**src/rtl/enigma_pkg.sv**
```systemverilog
// Shared definitions for the Enigma letter sequencer: FSM state encoding,
// reflector wiring, alphabet size and mod-26 arithmetic helpers.
package enigma_pkg;

  localparam int unsigned ALPHA = 26;

  // Reflector B, one ASCII letter per byte, index 0 ('A') in the top byte.
  localparam logic [8*ALPHA-1:0] REFLECTOR = "YRUHQSLDPXNGOKMIEBFZCWVJAT";

  typedef enum logic [3:0] {
    IDLE,
    STEP,
    F_R,
    F_M,
    F_L,
    REFL,
    B_L,
    B_M,
    B_R,
    DONE
  } state_t;

  // (a + b) mod 26 for a, b in 0..25, done in 6 bits.
  function automatic logic [4:0] mod26_add(input logic [4:0] a, input logic [4:0] b);
    logic [5:0] s;
    s = {1'b0, a} + {1'b0, b};
    if (s >= 6'(ALPHA)) s = s - 6'(ALPHA);
    return s[4:0];
  endfunction

  // (a - b) mod 26 for a, b in 0..25, done in 6 bits.
  function automatic logic [4:0] mod26_sub(input logic [4:0] a, input logic [4:0] b);
    logic [5:0] s;
    s = {1'b0, a} - {1'b0, b};
    if (a < b) s = s + 6'(ALPHA);
    return s[4:0];
  endfunction

  // Letter index (0..25) stored at position i of a 26-character wiring string.
  function automatic logic [4:0] letter_at(input logic [8*ALPHA-1:0] s, input logic [4:0] i);
    logic [7:0] ch;
    logic [7:0] base;
    ch   = '0;
    base = '0;
    if (i > 5'(ALPHA - 1)) return '0;
    base = 8'(8 * (ALPHA - 1 - 32'(i)));
    ch   = s[base +: 8];
    return 5'(ch - 8'd65);
  endfunction

  // Start positions outside the alphabet load as 0.
  function automatic logic [4:0] clip_pos(input logic [4:0] p);
    return (p > 5'(ALPHA - 1)) ? '0 : p;
  endfunction

endpackage

```
**src/rtl/enigma_sequencer_rotor.sv**
```systemverilog
// Rotor wiring lookup: rotors I..VIII. REVERSE=0 gives the forward
// wiring, REVERSE=1 gives its inverse. Purely combinational.
module enigma_sequencer_rotor
  import enigma_pkg::*;
#(
  parameter int unsigned NUM_TYPES = 8,
  parameter bit          REVERSE   = 1'b0
) (
  input  logic [2:0] type_i,
  input  logic [4:0] idx_i,
  output logic [4:0] code_o
);

  function automatic logic [8*ALPHA-1:0] wiring(input logic [2:0] t);
    logic [8*ALPHA-1:0] w;
    case (t)
      3'd0:    w = "EKMFLGDQVZNTOWYHXUSPAIBRCJ";
      3'd1:    w = "AJDKSIRUXBLHWTMCQGZNPYFVOE";
      3'd2:    w = "BDFHJLCPRTXVZNYEIWGAKMUSQO";
      3'd3:    w = "ESOVPZJAYQUIRHXLNFTGKDCMWB";
      3'd4:    w = "VZBRGITYUPSDNHLXAWMJQOFECK";
      3'd5:    w = "JPGVOUMFYQBENHZRDKASXLICTW";
      3'd6:    w = "NZJHGRCXMYSWBOUFAIVLPEKQDT";
      default: w = "FKQHTLXOCBJSPDZRAMEWNIYGVU";
    endcase
    return w;
  endfunction

  logic [2:0]         type_sel;
  logic [8*ALPHA-1:0] wire_str;

  // Forward: direct table read. Reverse: search for the entry equal to idx_i.
  always_comb begin
    type_sel = (32'(type_i) < NUM_TYPES) ? type_i : '0;
    wire_str = wiring(type_sel);
    code_o   = '0;
    if (!REVERSE) begin
      code_o = letter_at(wire_str, idx_i);
    end else begin
      for (int unsigned j = 0; j < ALPHA; j++) begin
        if (letter_at(wire_str, 5'(j)) == idx_i) code_o = 5'(j);
      end
    end
  end

endmodule

```
**src/rtl/enigma_sequencer.sv**
```systemverilog
// Enigma letter sequencer: three-rotor cipher processed one stage per cycle
// (step, three forward passes, reflector, three reverse passes).
// Optional build macro ENIGMA_DOUBLE_STEP_EN enables the historical
// middle-rotor double step; undefined gives a pure odometer.
module enigma_sequencer
  import enigma_pkg::*;
#(
  parameter int unsigned NUM_TYPES = 8
) (
  input  logic       clk,
  input  logic       reset,
  input  logic       cfg_load,
  input  logic [2:0] cfg_type_l,
  input  logic [2:0] cfg_type_m,
  input  logic [2:0] cfg_type_r,
  input  logic [4:0] cfg_pos_l,
  input  logic [4:0] cfg_pos_m,
  input  logic [4:0] cfg_pos_r,
  input  logic       in_valid,
  input  logic [4:0] in_code,
  output logic       in_ready,
  output logic       out_valid,
  output logic [4:0] out_code,
  output logic       out_err,
  input  logic       out_ready,
  output logic [4:0] pos_l,
  output logic [4:0] pos_m,
  output logic [4:0] pos_r,
  output logic       busy
);

  state_t     state_q, state_d;
  logic [2:0] type_l_q, type_l_d, type_m_q, type_m_d, type_r_q, type_r_d;
  logic [4:0] pos_l_q, pos_l_d, pos_m_q, pos_m_d, pos_r_q, pos_r_d;
  logic [4:0] code_q, code_d;
  logic       err_q, err_d;

  logic [2:0] slot_type;
  logic [4:0] slot_pos;
  logic [4:0] lut_idx;
  logic [4:0] fwd_code;
  logic [4:0] rev_code;
  logic       step_m;
  logic       step_l;

  // Pick the rotor slot the current pass works on and its offset input.
  always_comb begin
    slot_type = type_r_q;
    slot_pos  = pos_r_q;
    case (state_q)
      F_M, B_M: begin
        slot_type = type_m_q;
        slot_pos  = pos_m_q;
      end
      F_L, B_L: begin
        slot_type = type_l_q;
        slot_pos  = pos_l_q;
      end
      default: ;
    endcase
    lut_idx = mod26_add(code_q, slot_pos);
  end

  enigma_sequencer_rotor #(
    .NUM_TYPES (NUM_TYPES),
    .REVERSE   (1'b0)
  ) u_fwd (
    .type_i (slot_type),
    .idx_i  (lut_idx),
    .code_o (fwd_code)
  );

  enigma_sequencer_rotor #(
    .NUM_TYPES (NUM_TYPES),
    .REVERSE   (1'b1)
  ) u_rev (
    .type_i (slot_type),
    .idx_i  (lut_idx),
    .code_o (rev_code)
  );

  // Rotor advance conditions for the STEP state.
  always_comb begin
`ifdef ENIGMA_DOUBLE_STEP_EN
    step_m = (pos_r_q == 5'(ALPHA - 1)) || (pos_m_q == 5'(ALPHA - 1));
`else
    step_m = (pos_r_q == 5'(ALPHA - 1));
`endif
    step_l = step_m && (pos_m_q == 5'(ALPHA - 1));
  end

  // State register.
  always_ff @(posedge clk) begin
    if (reset) state_q <= IDLE;
    else       state_q <= state_d;
  end

  // Next-state logic: one stage per cycle, IDLE and DONE wait on handshakes.
  always_comb begin
    state_d = state_q;
    case (state_q)
      IDLE:    if (!cfg_load && in_valid) state_d = STEP;
      STEP:    state_d = err_q ? DONE : F_R;
      F_R:     state_d = F_M;
      F_M:     state_d = F_L;
      F_L:     state_d = REFL;
      REFL:    state_d = B_L;
      B_L:     state_d = B_M;
      B_M:     state_d = B_R;
      B_R:     state_d = DONE;
      DONE:    if (out_ready) state_d = IDLE;
      default: state_d = IDLE;
    endcase
  end

  // Handshake and status outputs.
  always_comb begin
    in_ready  = (state_q == IDLE) && !cfg_load;
    out_valid = (state_q == DONE);
    busy      = (state_q != IDLE);
    out_code  = code_q;
    out_err   = err_q;
    pos_l     = pos_l_q;
    pos_m     = pos_m_q;
    pos_r     = pos_r_q;
  end

  // Datapath next values: configuration, stepping and per-stage substitution.
  always_comb begin
    type_l_d = type_l_q;
    type_m_d = type_m_q;
    type_r_d = type_r_q;
    pos_l_d  = pos_l_q;
    pos_m_d  = pos_m_q;
    pos_r_d  = pos_r_q;
    code_d   = code_q;
    err_d    = err_q;
    case (state_q)
      IDLE: begin
        if (cfg_load) begin
          type_l_d = cfg_type_l;
          type_m_d = cfg_type_m;
          type_r_d = cfg_type_r;
          pos_l_d  = clip_pos(cfg_pos_l);
          pos_m_d  = clip_pos(cfg_pos_m);
          pos_r_d  = clip_pos(cfg_pos_r);
        end else if (in_valid) begin
          code_d = in_code;
          err_d  = (in_code > 5'(ALPHA - 1));
        end
      end
      STEP: begin
        if (!err_q) begin
          pos_r_d = mod26_add(pos_r_q, 5'd1);
          if (step_m) pos_m_d = mod26_add(pos_m_q, 5'd1);
          if (step_l) pos_l_d = mod26_add(pos_l_q, 5'd1);
        end
      end
      F_R, F_M, F_L: code_d = mod26_sub(fwd_code, slot_pos);
      REFL:          code_d = letter_at(REFLECTOR, code_q);
      B_L, B_M, B_R: code_d = mod26_sub(rev_code, slot_pos);
      default: ;
    endcase
  end

  // Datapath registers.
  always_ff @(posedge clk) begin
    if (reset) begin
      type_l_q <= '0;
      type_m_q <= '0;
      type_r_q <= '0;
      pos_l_q  <= '0;
      pos_m_q  <= '0;
      pos_r_q  <= '0;
      code_q   <= '0;
      err_q    <= 1'b0;
    end else begin
      type_l_q <= type_l_d;
      type_m_q <= type_m_d;
      type_r_q <= type_r_d;
      pos_l_q  <= pos_l_d;
      pos_m_q  <= pos_m_d;
      pos_r_q  <= pos_r_d;
      code_q   <= code_d;
      err_q    <= err_d;
    end
  end

endmodule

```
**config.mk**
```make
export PLATFORM = sky130hd
export DESIGN_NAME = enigma_sequencer
export DESIGN_NICKNAME = d
export VERILOG_FILES = /design/src/rtl/enigma_pkg.sv /design/src/rtl/enigma_sequencer_rotor.sv /design/src/rtl/enigma_sequencer.sv
export SDC_FILE = /design/constraint.sdc
export NUM_CORES = 1
export LEC_CHECK = 0
export BUFFER_PORTS_ARGS = -buffer_cell sky130_fd_sc_hd__buf_2
export CAP_MARGIN = 20
export CORE_MARGIN = 2
export CORE_UTILIZATION = 45
export DETAILED_ROUTE_END_ITERATION = 12
export PLACE_DENSITY_LB_ADDON = 0.05
export SLEW_MARGIN = 25
export SYNTH_ARGS = -nofsm -noshare
export SYNTH_HDL_FRONTEND = slang
export SYNTH_SLANG_ARGS = --single-unit
```
**constraint.sdc**
```tcl
create_clock -name clk -period 11 [get_ports clk]
set_input_delay 0.55 -clock clk [delete_from_list [all_inputs] [get_ports clk]]
set_output_delay 0.55 -clock clk [all_outputs]
set_load 0.02 [all_outputs]
```
==> metrics.yaml <==
worstHoldStart: "type_m_q[1]"
remaining_drc_errors: 0
yosysSeqAreaShare_pct: 7.59
reg2reg_to: "out_code[4]"
drive_gt1_share_pct: 12.8
grt_pass1_wl_um: 58700
cts_resized: 0
finalCriticalPeriod_ps: 8910
grt_overflow_total: 0
dieArea_um2: 21100
syn_to_final_growth_pct: 7.06
place_hpwl_um: 28300
gp_congestion: 1.05
syn_nets: 1391
num_vias: 10566
drt-initial-drc-count: 1194
max_slew.worst_pin.slew_ps: 1100
reg2reg_from: "state_q[2]"
finalHoldViolCount: 0
wl_um: 38700
io_buffers: 57
via_per_inst: 6.78
multi_input_area_um2: 7750
clkLatencyLatePin_ps: 280
regArea_um2: 682
drv_slew: 0
die_x_um: 145
cap_violations: 0
numClockSinks: 34
synth_cell_types: 89
end_kind: "flip-flop"
critPathSlowestCell: "dfxtp_1"
ys_ff_latch: 34
fin_crit_sh_pct: 81.0
setup.worst_path.class: "flip-flop to flip-flop"
skew_ps: 3.39
hold_path_end: "type_m_q[1]"
ant_nets: 0
die_h_um: 145
grt_pass1_vias: 9688
start_util_pct: 45.9
ctsRootBufferMaster: "clkbuf_16"
cts_buffers: 5
critPathRequiredTime_ps: 11140
slowest_delay_ps: 550
core_area_um2: 19500
syn_avg_cell_area_um2: 6.97
critPathMaxFanout: 18
cp-start-kind: "flip-flop"
antenna_found_initial: 0
synth_cells: 1288
drtPass1Iterations: 8
cp.arrival_ps: 9050
hold_depth: 2
cts_buffer_depth: 2
post_cts_buffers: 0
max_slew_margin_pct: 26.1
n_fill_cell: 2052
grt_max_degree: 70
cts_htree_levels: 2
antenna_cells: 0
path_clk_slew_ps: 50
dp_cells: 1551
synth_flop_cell: "dfxtp_1"
most-common-layout-cells: "120 x a21oi_1, 120 x xnor2_1, 114 x nor2_1, 114 x nand2_1, 76 x o21ai_0"
status: "complete, no violations"
ys_warn_count: 0
reg2reg_depth: 36
finalSetupViolCount: 0
rows: 51
hold_buffers: 0
final_cells: 1558
wire_per_inst_um: 24.9
final_nets: 1396
rsz0062_at_grt: "no"
tns_ps: 0
track_usage_pct: 35.6
r2r_slack_ps: 2090
timing.fmax_ghz: 0.112
postSynth.asyncResetShare_pct: 0
num_io_pins: 58
cts_tree: "done"
hp-class: "flip-flop to flip-flop"
synth-edff-count: 0
syn-cell-area_um2: 8970
## per-stage QoR
| step | instance area [um^2] | hold slack [ps] | setup WS, ps | utilization (%) |
|---|---|---|---|---|
| 2_1_floorplan | 8970 | 432 | 3170 | - |
| 3_3_place_gp | 9460 | 455 | 2540 | 48.5 |
| 3_5_place_dp | 9460 | 453 | 2330 | 48.5 |
| 4_1_cts | 9600 | 461 | 2300 | 49.1 |
| 5_1_grt | 9600 | 477 | 1440 | 49.2 |
| 6_report | 9600 | 463 | 2090 | 49.2 |
## cell type report
class,count,area share [%]
Timing Repair Buffer,88,5.39
Multi-Input combinational cell,1115,80.7
Sequential cell,34,7.10
Clock inverter,2,0.104
Clock buffer,5,1.30
Tap cell,265,3.45
Inverter,49,1.92
## how the worst max path moves through the flow
stage / start / to / slack [ps]
6_report: state_q[2] / out_code[4] / 2090
5_1_grt: state_q[2] / out_code[4] / 1440
4_1_cts: state_q[2] / out_code[4] / 2300
3_5_place_dp: state_q[2] / out_code[4] / 2330
3_3_place_gp: state_q[2] / out_code[4] / 2540
2_1_floorplan: state_q[1] / out_code[4] / 3170
## layer usage
| metal | share of wire, % | global-route usage, % | up-vias |
|---|---|---|---|
| met5 | 0 | 0 | - |
| met4 | 7.3 | 20.0 | 0 |
| met3 | 10 | 6.48 | 206 |
| met2 | 44 | 56.0 | 731 |
| met1 | 39 | 45.8 | 4862 |
| li1 | - | - | 4767 |
## kinds of logic (layout without fill, tap and decap cells)
logic type,count (synthesis),in the layout,synth area share [%]
xor+xnor,151,151,15.2
compound gates,425,425,30.9
fa+ha+maj,70,70,9.99
mux,39,39,6.69
buf+inv,139,144,6.15
simple gates,430,430,23.5
flops,34,34,7.59
## worst max-delay path: cells and delay by family, from the launching register on
family	cells	cell delay [ps]
XOR/XNOR	3	470
adder cells (fa/ha/maj)	5	1550
flip-flops	1	550
AO/OA/AOI/OAI	15	3410
AND/OR/NAND/NOR	7	1540
buffers and inverters	6	1210
## cell usage after synthesis (all sizes together) (5+ instances only)
cell	count	share of area, %
nand3	40	2.2
dfxtp	34	7.6
a21o	13	1.1
a21oi	122	7.0
o2111ai	7	0.68
a22oi	14	1.2
nand2b	13	0.91
nand4	15	1.0
a221oi	9	0.88
inv	48	2.0
clkbuf	64	2.7
nor3	43	2.6
nor2b	6	0.42
o21a	14	1.3
buf	26	1.4
o221ai	5	0.49
and2	7	0.49
mux2i	16	1.9
a21boi	5	0.42
o211ai	19	1.6
o31ai	7	0.59
o22ai	15	1.0
o21ai	92	5.4
nor4	13	1.1
nand2	115	4.8
mux2	8	1.0
xor2	28	2.8
nor2	118	5.2
or3	17	1.2
ha	66	9.2
a311oi	7	0.75
xnor2	121	12
and3	12	0.84
a31oi	20	1.4
a211oi	34	2.9
or2	9	0.63
o31a	5	0.49
mux4	15	3.8
## registers in the layout, summed over array words and instances (netlist names)
signal,cells
state_q,4
type_l_q,3
pos_m,5
type_r_q,3
pos_r,5
pos_l,5
type_m_q,3
out_code,5
out_err,1
Power is not shown: default switching activity piles up to over one toggle a cycle in this logic, so the estimate is an artifact.
